--- src/rtl/onehot_sequencer_if.sv ---
// Control and status bundle for onehot_sequencer: the requests going in and the decoded index coming out.
interface onehot_sequencer_if #(
   parameter int SEL_W = 4
);
   logic                  en;
   logic                  restart;
   logic                  load;
   logic [SEL_W-1:0]      load_sel;
   logic                  hlt;
   logic [2**SEL_W-1:0]   out;
   logic [SEL_W-1:0]      sel_q;
   logic                  wrap;
   logic                  halted;

   modport master (
      output en, restart, load, load_sel, hlt,
      input  out, sel_q, wrap, halted
   );

   modport slave (
      input  en, restart, load, load_sel, hlt,
      output out, sel_q, wrap, halted
   );
endinterface

--- src/rtl/onehot_sequencer.sv ---
// One-hot index sequencer with IDLE/RUN/HALT control, wrap pulse and clamped load.
// Define ONEHOT_OUT_REG_EN to register out and wrap (one extra cycle of latency).
module onehot_sequencer #(
   parameter int SEL_W = 4,
   parameter int LAST  = 2**SEL_W-1
) (
   input  logic                   clk,
   input  logic                   clr_n,
   onehot_sequencer_if.slave      bus
);
   localparam int OUT_W = 2**SEL_W;
   localparam logic [SEL_W-1:0] LAST_SEL = SEL_W'(LAST);

   typedef enum logic [1:0] {
      IDLE = 2'd0,
      RUN  = 2'd1,
      HALT = 2'd2
   } state_t;

   state_t           state_reg, state_next;
   logic [SEL_W-1:0] sel_reg, sel_next;
   logic             wrap_reg, wrap_next;
   logic [SEL_W-1:0] load_target;
   logic [OUT_W-1:0] out_comb;

   // Out-of-range jump targets fall back to index 0
   assign load_target = (bus.load_sel > LAST_SEL) ? '0 : bus.load_sel;

   always_ff @(posedge clk or negedge clr_n) begin
      if (!clr_n) begin
         state_reg <= IDLE;
         sel_reg   <= '0;
         wrap_reg  <= 1'b0;
      end else begin
         state_reg <= state_next;
         sel_reg   <= sel_next;
         wrap_reg  <= wrap_next;
      end
   end

   always_comb begin
      state_next = state_reg;
      sel_next   = sel_reg;
      wrap_next  = 1'b0;
      case (state_reg)
         IDLE: begin
            if (bus.restart) begin
               state_next = RUN;
               sel_next   = '0;
            end else if (bus.load) begin
               state_next = RUN;
               sel_next   = load_target;
            end else if (bus.en) begin
               state_next = RUN;
               sel_next   = '0;
            end
         end
         RUN: begin
            if (bus.restart) begin
               sel_next = '0;
            end else if (bus.load) begin
               sel_next = load_target;
            end else if (bus.hlt) begin
               state_next = HALT;
            end else if (bus.en) begin
               if (sel_reg == LAST_SEL) begin
                  sel_next  = '0;
                  wrap_next = 1'b1;
               end else begin
                  sel_next = sel_reg + SEL_W'(1);
               end
            end
         end
         HALT: begin
            if (bus.restart) begin
               state_next = RUN;
               sel_next   = '0;
            end else if (bus.load) begin
               state_next = RUN;
               sel_next   = load_target;
            end
         end
         default: begin
            state_next = IDLE;
            sel_next   = '0;
         end
      endcase
   end

   genvar gi;
   generate
      for (gi = 0; gi < OUT_W; gi++) begin : g_decode
         assign out_comb[gi] = (state_reg == RUN) && (sel_reg == SEL_W'(gi));
      end
   endgenerate

   assign bus.sel_q  = sel_reg;
   assign bus.halted = (state_reg == HALT);

`ifdef ONEHOT_OUT_REG_EN
   logic [OUT_W-1:0] out_reg;
   logic             wrap_out_reg;

   always_ff @(posedge clk or negedge clr_n) begin
      if (!clr_n) begin
         out_reg      <= '0;
         wrap_out_reg <= 1'b0;
      end else begin
         out_reg      <= out_comb;
         wrap_out_reg <= wrap_reg;
      end
   end

   assign bus.out  = out_reg;
   assign bus.wrap = wrap_out_reg;
`else
   assign bus.out  = out_comb;
   assign bus.wrap = wrap_reg;
`endif

endmodule

--- src/flat_wrapper.sv ---
// flat-port wrapper written by rule: the top's interface ports become plain ports
module onehot_sequencer_flat 
#(
   parameter int SEL_W = 4,
   parameter int LAST  = 2**SEL_W-1
)
  (clk, clr_n, bus_en, bus_restart, bus_load, bus_load_sel, bus_hlt, bus_out, bus_sel_q, bus_wrap, bus_halted);
  onehot_sequencer_if #(.SEL_W(SEL_W)) bus_i ();
  input  logic clk;
  input  logic clr_n;
  input wire logic [$bits(bus_i.en)-1:0] bus_en;
  input wire logic [$bits(bus_i.restart)-1:0] bus_restart;
  input wire logic [$bits(bus_i.load)-1:0] bus_load;
  input wire logic [$bits(bus_i.load_sel)-1:0] bus_load_sel;
  input wire logic [$bits(bus_i.hlt)-1:0] bus_hlt;
  output wire logic [$bits(bus_i.out)-1:0] bus_out;
  output wire logic [$bits(bus_i.sel_q)-1:0] bus_sel_q;
  output wire logic [$bits(bus_i.wrap)-1:0] bus_wrap;
  output wire logic [$bits(bus_i.halted)-1:0] bus_halted;
  assign bus_i.en = bus_en;
  assign bus_i.restart = bus_restart;
  assign bus_i.load = bus_load;
  assign bus_i.load_sel = bus_load_sel;
  assign bus_i.hlt = bus_hlt;
  assign bus_out = bus_i.out;
  assign bus_sel_q = bus_i.sel_q;
  assign bus_wrap = bus_i.wrap;
  assign bus_halted = bus_i.halted;
  onehot_sequencer #(.SEL_W(SEL_W), .LAST(LAST)) u_core (.clk(clk), .clr_n(clr_n), .bus(bus_i));
endmodule
--- config.mk ---
export PLATFORM = sky130hd
export DESIGN_NAME = onehot_sequencer_flat
export DESIGN_NICKNAME = d
export VERILOG_FILES = /design/src/rtl/onehot_sequencer_if.sv /design/src/rtl/onehot_sequencer.sv /design/src/flat_wrapper.sv
export SDC_FILE = /design/constraint.sdc
export NUM_CORES = 1
export LEC_CHECK = 0
export ABC_AREA = 1
export BUFFER_PORTS_ARGS = -buffer_cell sky130_fd_sc_hd__buf_2
export CORE_UTILIZATION = 44
export DETAILED_ROUTE_END_ITERATION = 7
export GPL_ROUTABILITY_DRIVEN = 0
export PLACE_DENSITY = 0.84
export SLEW_MARGIN = 5
export SYNTH_ARGS = -nofsm -noshare
export SYNTH_HDL_FRONTEND = slang
export SYNTH_SLANG_ARGS = --single-unit
--- constraint.sdc ---
create_clock -name clk -period 1.9 [get_ports clk]
set_clock_uncertainty 0.1 [all_clocks]
set_input_delay 0.095 -clock clk [delete_from_list [all_inputs] [get_ports clk]]
set_output_delay 0.095 -clock clk [all_outputs]
set_load 0.03 [all_outputs]
==> results.tsv <==
metric	value	unit
status	finished, final reports clean	
clockPowerShare	0.164	
max_freq	602	MHz
cts.htree.levels	1	
routed_wl	1670	µm
synth_top_area_cell	dfrtp_1	
ys_top_cells_by_area	dfrtp_1, nand2_1, nor2_1	
dr.first_iter.drc_count	11	
power_frac_comb	0.552	
synth_edf_count	0	
dieArea	1630	µm²
fin_ws	0.239	ns
seq_area	175	µm²
rsz0062_at_grt	no	
yosysSeqAreaShare	0.270	
die_w	40.4	µm
crit_arrival	1.47	ns
p_leak	0.000523	µW
p_sw_frac	0.536	
hpwl	1360	µm
track_usage	0.237	
multi_input_area	423	µm²
drive_gt1_frac	0.319	
synth_most_common_cell	nand2_1	
clock-sinks	7	
port_buffers	31	
numCtsBuffers	3	
dominantRegCellSynth	dfrtp_1	
cp_max_fo	9	
insertion_delay	0.26	ns
die_y	40.4	µm
rows	13	
power_per_cell_area	1020	nW/µm²
antenna_cells	0	
cts_setup_buffers	0	
setup-tns-final	0	ns
cts_root_buf	clkbuf_4	
total_switching_power	466	µW
post-place-ws	0.469	ns
io_pins	32	
netlist-cell-type-count	18	
startpoint_type	flip-flop	
hold_path_class	in2reg	
tightest_slew	0.341	ns
finalCriticalPeriod	1.66	ns
clk_pin_slew	0.05	ns
initial_core_util	0.486	
seq_power_share	0.284	
maxSlewViolCount	0	
slew_headroom	0.770	
grt_pass1_vias	626	
clockBufferDepth	2	
fin_nets	156	
drc	0	
hold_violations	0	
ys_seq_elements	7	
wl_per_cell	10.7	µm
internal-power	403	µW
async_flop_share	1.00	
finalCritPeriodShare	0.874	
ant_nets	0	
largest_reg_flops	4	
cap_violations	0	
nFillCells	128	
worstSetupEndpointType	output port	
synthesis.nets	120	
num_vias	767	
yosysWarnings	0	
vias_per_cell	4.92	
syn_area_per_cell	6.11	µm²
area_growth	31.7	%
cts_tree	done	
synth_top_area_frac	0.270	
gr-total-overflow	0	
core	1330	µm²
dr.pass1.iters	4	
ir_drop	0.000564	V
crit_type	reg2out	
syn_area	648	µm²
grt_max_degree	10	
finalSetupViolations	0	
synth_common_cells	nand2_1, nor2_1, inv_1	
synthCells	106	
grt_antenna_before_repair	0	
required	1.70	ns
grt_pass1_wl	2530	µm
area by class of cell:
type,instances,area share
Multi-Input combinational cell,86,0.496
Sequential cell,7,0.205
Timing Repair Buffer,32,0.194
Inverter,12,0.0528
Clock buffer,4,0.0308
Tap cell,15,0.0220
layer usage:
layer / part of all wire / GRT usage / routed length [µm] / up-vias
met5: 0 / 0 / 0 / -
met4: 0.0072 / 0.0500 / 12 / 0
met3: 0.065 / 0.0667 / 109 / 2
met2: 0.50 / 0.448 / 839 / 31
met1: 0.43 / 0.256 / 712 / 331
li1: - / - / - / 403
final timing paths:
| check | from | end | slack (ns) | depth (start not counted) |
|---|---|---|---|---|
| max | u_core.state_reg[0] | bus_out[15] | 0.24 | 5 |
| min | bus_hlt | u_core.state_reg[1] | 0.03 | 3 |
| max reg2reg | u_core.bus.sel_q[0] | u_core.bus.sel_q[1] | 0.45 | 8 |
| min reg2reg | u_core.bus.sel_q[3] | u_core.bus.sel_q[3] | 0.48 | 2 |
| max in group asynchronous | clr_n | u_core.state_reg[0] | 1.44 | 2 |
| min in group asynchronous | clr_n | u_core.bus.sel_q[3] | 0.09 | 2 |
power groups by stage:
stage | Sequential [µW] | Clock, µW | Combinational [µW]
after global routing | 255 | 150 | 543
after global placement | 246 | 0 | 468
after CTS | 246 | 148 | 482
after detailed placement | 247 | 0 | 478
final | 246 | 142 | 480
after floorplan | 273 | 0 | 326
cell families (layout without fill, tap and decap cells):
| family | Yosys count | in the layout | synth area share |
|---|---|---|---|
| AND/OR/NAND/NOR | 75 | 75 | 0.512 |
| buffers and inverters | 13 | 48 | 0.0772 |
| AO/OA/AOI/OAI | 7 | 7 | 0.0637 |
| flip-flops | 7 | 7 | 0.270 |
| adder cells (fa/ha/maj) | 4 | 4 | 0.0772 |
critical path: stages, from the launching register on:
cell and delay [ns]:
dfrtp_1 0.45, inv_2 0.09, nor2_4 0.20, nand2_1 0.14, nor2_1 0.12, buf_2 0.20
placed cells by master, fill, tap and decap left out:
cell and n:
nor2_4 1, nand2_2 2, clkbuf_4 3, inv_2 2, clkbuf_1 1, nand4_1 3, ha_1 4, nor2_2 3
dlygate4sd3_1 1, nand2_1 34, nand3_2 2, o21ai_2 1, nor2_1 23, dfrtp_1 7, nor4_1 1, inv_1 10
o21ai_0 1, nand3_1 6, o21ai_1 4, buf_2 31, o211ai_1 1
timing repair:
item	CTS	global route
hold endpoints to repair	7	0
hold buffers	1	0
endpoints found under the setup margin	0	0
gates resized for setup	0	0
metrics by stage:
step	instances	total power (µW)	util	cell area (µm²)	hold slack (ns)
floorplan	106	599	-	648	-0.301
detailed placement	151	725	0.613	817	-0.166
finish	156	869	0.640	853	0.0272
CTS	156	876	0.640	853	0.0187
global placement	151	713	0.613	817	-0.171
global route	156	948	0.640	853	0.0443
Power figures use the tool's default switching activity.
